===== src/rtl/fifo_pkg.sv =====
// Shared FIFO definitions: read-mode encodings and a parameter-legality check.
// Used at elaboration only; no logic, no latency, no flow control.
package fifo_pkg;

    localparam int FIFO_RD_MODE_REG  = 0;
    localparam int FIFO_RD_MODE_FWFT = 1;

    function automatic logic fifo_params_ok(
        input int depth,
        input int rd_mode,
        input int afull_thres,
        input int aempty_thres
    );
        logic ok;
        ok = (depth >= 2) && ((depth & (depth - 1)) == 0);
        ok = ok && ((rd_mode == FIFO_RD_MODE_REG) || (rd_mode == FIFO_RD_MODE_FWFT));
        ok = ok && (afull_thres >= 1) && (afull_thres <= depth);
        ok = ok && (aempty_thres >= 0) && (aempty_thres <= depth - 1);
        return ok;
    endfunction

endpackage


===== src/rtl/fifo_ctl_ptr.sv =====
// FIFO bookkeeping: pointers, occupancy and status flags; updates one edge after an accept.
// Caller qualifies accepts against full/empty; flush overrides both and zeroes all state.
module fifo_ctl_ptr #(
    parameter int  FIFO_DEPTH   = 16,
    parameter int  AFULL_THRES  = 12,
    parameter int  AEMPTY_THRES = 4,
    localparam int PTRS_WIDTH   = $clog2(FIFO_DEPTH)
) (
    input  logic                  clk,
    input  logic                  rst,
    input  logic                  flush,
    input  logic                  wr_acc,
    input  logic                  rd_acc,
    output logic [PTRS_WIDTH-1:0] wr_ptr,
    output logic [PTRS_WIDTH-1:0] rd_ptr,
    output logic [PTRS_WIDTH:0]   level,
    output logic                  full,
    output logic                  empty,
    output logic                  afull,
    output logic                  aempty
);

    localparam int LVL_W = PTRS_WIDTH + 1;
    localparam logic [PTRS_WIDTH:0] DEPTH_LVL  = LVL_W'(FIFO_DEPTH);
    localparam logic [PTRS_WIDTH:0] AFULL_LVL  = LVL_W'(AFULL_THRES);
    localparam logic [PTRS_WIDTH:0] AEMPTY_LVL = LVL_W'(AEMPTY_THRES);

    // Depth is a power of two, so pointer overflow is the wrap.
    always_ff @(posedge clk or posedge rst) begin
        if (rst) begin
            wr_ptr <= '0;
            rd_ptr <= '0;
            level  <= '0;
        end else if (flush) begin
            wr_ptr <= '0;
            rd_ptr <= '0;
            level  <= '0;
        end else begin
            if (wr_acc) wr_ptr <= wr_ptr + 1'b1;
            if (rd_acc) rd_ptr <= rd_ptr + 1'b1;
            if (wr_acc && !rd_acc)
                level <= level + 1'b1;
            else if (rd_acc && !wr_acc)
                level <= level - 1'b1;
        end
    end

    assign full   = (level == DEPTH_LVL);
    assign empty  = (level == '0);
    assign afull  = (level >= AFULL_LVL);
    assign aempty = (level <= AEMPTY_LVL);

endmodule


===== src/rtl/fifo_mode_s_ctl.sv =====
// Single-clock FIFO with registered or first-word-fall-through read, thresholds, flush, sticky errors.
// Registered read data one edge after accept (FWFT: head visible after write edge); full/empty reject requests.
module fifo_mode_s_ctl
    import fifo_pkg::*;
#(
    parameter int  DATA_WIDTH   = 32,
    parameter int  FIFO_DEPTH   = 16,
    parameter int  RD_MODE      = 0,
    parameter int  AFULL_THRES  = 12,
    parameter int  AEMPTY_THRES = 4,
    localparam int PTRS_WIDTH   = $clog2(FIFO_DEPTH)
) (
    input  logic                  i_clk,
    input  logic                  i_rst,
    input  logic                  i_flush,
    input  logic                  i_wr_en,
    input  logic [DATA_WIDTH-1:0] i_wr_data,
    output logic                  o_wr_full,
    output logic                  o_wr_afull,
    input  logic                  i_rd_en,
    output logic [DATA_WIDTH-1:0] o_rd_data,
    output logic                  o_rd_valid,
    output logic                  o_rd_empty,
    output logic                  o_rd_aempty,
    output logic [PTRS_WIDTH:0]   o_level,
    output logic                  o_ovf,
    output logic                  o_udf
);

    if (!fifo_params_ok(FIFO_DEPTH, RD_MODE, AFULL_THRES, AEMPTY_THRES)) begin : g_param_err
        $error("fifo_mode_s_ctl: illegal DEPTH/RD_MODE/threshold parameters");
    end

    logic [PTRS_WIDTH-1:0] wr_ptr;
    logic [PTRS_WIDTH-1:0] rd_ptr;
    logic                  full;
    logic                  empty;
    logic                  wr_acc;
    logic                  rd_acc;
    logic [DATA_WIDTH-1:0] mem [FIFO_DEPTH];

    // Flush swallows any request issued in the same cycle.
    assign wr_acc = i_wr_en && !full  && !i_flush;
    assign rd_acc = i_rd_en && !empty && !i_flush;

    fifo_ctl_ptr #(
        .FIFO_DEPTH   (FIFO_DEPTH),
        .AFULL_THRES  (AFULL_THRES),
        .AEMPTY_THRES (AEMPTY_THRES)
    ) u_ctl (
        .clk    (i_clk),
        .rst    (i_rst),
        .flush  (i_flush),
        .wr_acc (wr_acc),
        .rd_acc (rd_acc),
        .wr_ptr (wr_ptr),
        .rd_ptr (rd_ptr),
        .level  (o_level),
        .full   (full),
        .empty  (empty),
        .afull  (o_wr_afull),
        .aempty (o_rd_aempty)
    );

    assign o_wr_full  = full;
    assign o_rd_empty = empty;

    always_ff @(posedge i_clk or posedge i_rst) begin
        if (i_rst) begin
            o_ovf <= 1'b0;
            o_udf <= 1'b0;
        end else if (i_flush) begin
            o_ovf <= 1'b0;
            o_udf <= 1'b0;
        end else begin
            if (i_wr_en && full)  o_ovf <= 1'b1;
            if (i_rd_en && empty) o_udf <= 1'b1;
        end
    end

    always_ff @(posedge i_clk) begin
        if (wr_acc) mem[wr_ptr] <= i_wr_data;
    end

    if (RD_MODE == FIFO_RD_MODE_FWFT) begin : g_fwft
        // Zero while empty so the output is defined before anything is written.
        assign o_rd_data  = empty ? '0 : mem[rd_ptr];
        assign o_rd_valid = !empty;
    end else begin : g_reg
        always_ff @(posedge i_clk or posedge i_rst) begin
            if (i_rst) begin
                o_rd_data  <= '0;
                o_rd_valid <= 1'b0;
            end else if (i_flush) begin
                o_rd_valid <= 1'b0;
            end else if (rd_acc) begin
                o_rd_data  <= mem[rd_ptr];
                o_rd_valid <= 1'b1;
            end else begin
                o_rd_valid <= 1'b0;
            end
        end
    end

endmodule


===== config.mk =====
export PLATFORM = sky130hd
export DESIGN_NAME = fifo_mode_s_ctl
export DESIGN_NICKNAME = d
export VERILOG_FILES = /design/src/rtl/fifo_pkg.sv /design/src/rtl/fifo_ctl_ptr.sv /design/src/rtl/fifo_mode_s_ctl.sv
export SDC_FILE = /design/constraint.sdc
export NUM_CORES = 1
export LEC_CHECK = 0
export ABC_AREA = 1
export CORE_MARGIN = 10
export CORE_UTILIZATION = 50
export DETAILED_ROUTE_END_ITERATION = 16
export GPL_ROUTABILITY_DRIVEN = 0
export PLACE_DENSITY_LB_ADDON = 0.3
export RECOVER_POWER = 50
export SLEW_MARGIN = 20
export SYNTH_ARGS = -nofsm -noshare
export SYNTH_HDL_FRONTEND = slang
export SYNTH_SLANG_ARGS = --single-unit

===== constraint.sdc =====
create_clock -name i_clk -period 10.34 [get_ports i_clk]
set_input_delay 2.068 -clock i_clk [delete_from_list [all_inputs] [get_ports i_clk]]
set_output_delay 2.068 -clock i_clk [all_outputs]
set_load 0.02 [all_outputs]

Word-level counts from Yosys, hierarchy flattened --
Memories as Yosys holds them, arrays and structs flattened. A register that Yosys moved wholly into a read port is not among the register bits. Index checks and enable logic that the tools add are counted.
Storage, ports and cells: bits in registers 16, bits in writable memories 512, bits of input ports 37, output and inout port bits 44, logic and storage cells 50, memories 1
Memories:
- mem | depth 16, bits a word 32, rd ports 1, clocked after Yosys merged registers in 1, write ports 1, line fifo_mode_s_ctl.sv:40 | logic [DATA_WIDTH-1:0] mem [FIFO_DEPTH];
Cells by class: add/sub/neg operators 4, magnitude comparators 2, equality and inequality tests 1, muxes and demuxes 15, bitwise operators 1, reduce and logical (&&, ||, !) cells 20
Operator list (number):
- $mux W4 | 4
- $mux W5 | 3
- $add A4 B1 Y4 const B | 2
- $logic_and A1 B1 Y1 | 8
- $mux W1 | 8
- $reduce_bool A2 Y1 | 4
- $add A5 B1 Y5 const B | 1
- $eq A5 B5 Y1 const B | 1
- $ge A5 B4 Y1 const B | 1
- $le A5 B3 Y1 const B | 1
- $logic_not A1 Y1 | 5
- $logic_not A5 Y1 | 1
- $sub A5 B1 Y5 const B | 1
- $reduce_bool A3 Y1 | 1
- $reduce_and A2 Y1 | 1
- $not A1 Y1 | 1

Depth between registers and ports, before layout --
word-level depth 9, mapped depth 15, mapped depth without buffers 15

Hierarchy --
From an unflattened synthesis, not the netlist that was laid out.
Second synthesis, totals: cells, all modules 1960, area total of the unflattened synthesis 22811.9 um^2
By module, submodules not included:
- fifo_mode_s_ctl | instances 1, cells an instance 1851, area each 21993.6 um^2, seq. area each 16250.6 um^2
- fifo_ctl_ptr | instances 1, cells an instance 109, area each 818.3 um^2, seq. area each 325.3 um^2

Worst setup path before layout --
Ideal clock, no wire load.
path type input to register, start input port i_flush, end memory mem[10][0] (enable), library setup time 0.461 ns, data arrival time 4.778 ns, data required time 9.879 ns, slack 5.100 ns, stages 4, path buffers 1, cells stage by stage buf_2 -> inv_2 -> nand3_1 -> nor3_1
On the way: longest elaborated chain between the ends 4
Ends and longest elaborated chain:
- start: declaration | line fifo_mode_s_ctl.sv:15 | input logic i_flush,
- $logic_not A1 Y1 | line fifo_mode_s_ctl.sv:43 | assign wr_acc = i_wr_en && !full && !i_flush;
- $logic_and A1 B1 Y1 | line fifo_mode_s_ctl.sv:43
- $mux W1 | line fifo_mode_s_ctl.sv:82 | if (wr_acc) mem[wr_ptr] <= i_wr_data;
- $mux W1 (not written as such) | line fifo_mode_s_ctl.sv:82
- end: declaration | line fifo_mode_s_ctl.sv:40
Every way passes these cells.

==> impl_metrics.csv <==
group,metric,value,unit
global_routing,grt_max_degree,168,
routing,first_iter_violations,1289,
sta,fmax,191,MHz
status,violations,"max-capacitance violations, max-slew violations",
hold_path,hp-class,"flip-flop to flip-flop",
power_and_ir_drop,ir_drop,0.195,mV
cts,htree_levels,2,
worst_setup_path,crit_path_top_delay_cell,"clkbuf_1",
sta,slew_viol_final,82,
placement,dp_slack,5.15,ns
floorplanning,start_util,0.505,
routing,drcViolationCount,0,
routing,detail_route.first_pass.iterations,6,
sta,fin_hold_ws,0.489,ns
sta,finalSetupTns,0,ns
synth,ys_top_cells_by_area,"edfxtp_1 67%, nand2_1 13%, nand3_1 8.6%",
synth,syn-num-nets,1998,
synth,ys_warn_count,0,
worst_setup_path,crit_type,"input pin to async pin",
cts,clkLatencyLatePin,0.61,ns
status,status,"finished with violations",
final_layout,nets,2051,
worst_setup_path,crit_required,9.92,ns
synth,syn_inst,1951,
cts,cts_buffer_depth,3,
global_routing,overflow,0,
routing,finalWirelength,52400,um
power_and_ir_drop,total_power,0.00587,W
routing,num_vias,14500,
worst_setup_path,slowest_delay,2.17,ns
sta,rsz0062_at_grt,"no",
floorplanning,dieArea,54700,um^2
sta,fin_skew,0.0212,ns
sta,worst_pin_slew,3.09,ns
cts,cts_root_buffer,"clkbuf_16",
worst_setup_path,crit_arrival,4.83,ns
final_layout,utilization,0.568,
floorplanning,std_cell_rows,78,
power_and_ir_drop,power.density,228,nW/um^2
cts,cts_tree,"built",
synth,synth_cell_types,26,
cts,clk_pin_slew,0.06,ns
sta,setup_viol_count_final,0,
synth,synth_top_area_cell,"edfxtp_1",
sta,timing.final.crit_share,0.507,
floorplanning,io_pins,81,
synth,synth_top_cell_area_share,0.672,
sta,maxSlewHeadroom,-1.06,
placement,io_buffers,80,
cts,ctsHoldBuffers,0,
final_layout,area_delta_synth_final,12.5,%
routing,wire_per_inst,19.8,um
cts,cts_sinks,560,
power_and_ir_drop,leakagePower,9.55,nW
worst_setup_path,crit_path_end_kind,"async pin",
global_routing,antenna_found_initial,1,
worst_setup_path,crit_buf_inv,3,
worst_setup_path,cp_max_fo,48,
sta,period_minus_slack,5.25,ns
floorplanning,die_width,234,um
global_routing,track_usage,0.191,
worst_setup_path,start_kind,"input pin",
flow_run,cap_violations,2,
sta,hold_violations,0,
synth,ys_ff_latch,560,
synth,seq_area_frac_synth,0.725,
global_routing,grt_pass1_wl,81300,um
worst_setup_path,crit_chain,"dlygate4sd3_1 > clkinv_1 > clkbuf_1",
final_layout,drive_gt1_frac,0.0654,
floorplanning,die_h,234,um
sta,setup_ws,5.09,ns
placement,dp_hpwl,27100,um
synth,avgSynthCellArea,11.7,um^2
synth,synth_area,22900,um^2
floorplanning,core-area,45300,um^2
worst_setup_path,cpLargestDelayFamily,"buffers and inverters",
cts,numCtsBuffers,55,
routing,post_drt_via_cell_ratio,5.45,
routing,ant_nets,0,
global_routing,grt_pass1_vias,14300,
cts,post-cts-setup-buffer-count,0,
cts,cts_resized,0,
## stage by stage
step	instances	area [um^2]
global route	2651	25700
detailed placement	2545	23900
floorplan	1951	22900
global placement	2545	23900
finish	2651	25700
CTS	2648	25700
## report_power, final
part	switching, W	leakage, nW	internal [W]
combinational	0.000849	3.48	0.000436
sequential	0.000101	5.22	0.00257
clock	0.000828	0.849	0.00109
total	0.00178	9.55	0.00410
## worst reg2reg max path: stages, from the launching register on
cell and delay (ns):
dfrtp_4 0.72, inv_8 0.82, buf_4 0.95, nand2_1 0.23, nand3_1 0.14, nand3_1 0.09, nand2_1 0.10, nand2_1 0.06
nand2_1 0.11, nand2_1 0.05, nand2_1 0.09
## synthesized netlist by cell type
cell type and count:
nand2_1 797, edfxtp_1 512, nand3_1 394, buf_2 51, dfrtp_1 48, buf_6 36
inv_1 16, nor3_1 14, nor2_1 11, buf_4 10, o21ai_0 10, clkbuf_1 9
ha_1 9, a21oi_1 7, buf_1 6, inv_2 4, nand3_2 3, o21ai_1 3
nand2_2 2, nor2_2 2, xnor2_1 2, buf_8 1, clkinv_1 1, fa_1 1
inv_8 1, nor2_4 1
## worst paths after layout
kind                                 start              end  slack, ns  depth (start not counted)
min                          o_rd_data[13]    o_rd_data[13]       0.49                          2
min reg2reg                  o_rd_data[13]    o_rd_data[13]       0.49                          2
min in group asynchronous            i_rst    o_rd_data[19]       3.09                          3
max in group i_clk                 i_wr_en       mem[7][25]       5.47                          4
max reg2reg                u_ctl.rd_ptr[0]    o_rd_data[10]       6.90                         10
max                                  i_rst  u_ctl.rd_ptr[1]       5.09                          3
## cell usage in the layout (no fill, tap or decap), types with 4 or more instances in the layout
cell type / count
nor3_2: 8
dfrtp_1: 45
clkbuf_16: 56
nor2_1: 7
o21ai_0: 10
dlygate4sd3_1: 35
nor2_4: 5
clkinv_2: 8
buf_4: 24
ha_1: 9
nor3_4: 4
a21oi_1: 7
clkbuf_1: 17
clkdlybuf4s50_1: 45
nand2_1: 797
clkinv_1: 14
clkbuf_8: 6
edfxtp_1: 512
inv_1: 16
nand3_1: 394
## logic make-up after synthesis
family / Yosys count / share of synthesized area
AND/OR/NAND/NOR: 1224 / 0.225
flip-flops: 560 / 0.725
buffers and inverters: 135 / 0.0392
AO/OA/AOI/OAI: 20 / 0.00438
adder cells (fa/ha/maj): 10 / 0.00580
XOR/XNOR: 2 / 0.000766
## registers in the layout, indices dropped and copies added (netlist names)
| signal | cells |
|---|---|
| u_ctl.wr_ptr | 4 |
| o_rd_data | 32 |
| o_udf | 1 |
| o_rd_valid | 1 |
| mem | 512 |
| u_ctl.level | 5 |
| u_ctl.rd_ptr | 4 |
| o_ovf | 1 |
## layout make-up
type / count / area [um^2]
fill: 3678 / 19600
sequential: 560 / 16600
multi-input combinational: 1256 / 5510
clock buffer: 77 / 1540
timing repair buffer: 109 / 1060
tap: 600 / 751
clock inverter: 26 / 188
inverter: 22 / 95.1
antenna: 1 / 2.50
## layer usage
layer  vias up  GRT usage  part of all wire
met1      7080      0.253              0.42
met5         -          0                 0
met4         0     0.0589             0.021
li1       6850          -                 -
met2       444      0.321              0.50
met3        77     0.0279             0.059
No activity file was read; power rests on OpenSTA's default activity.
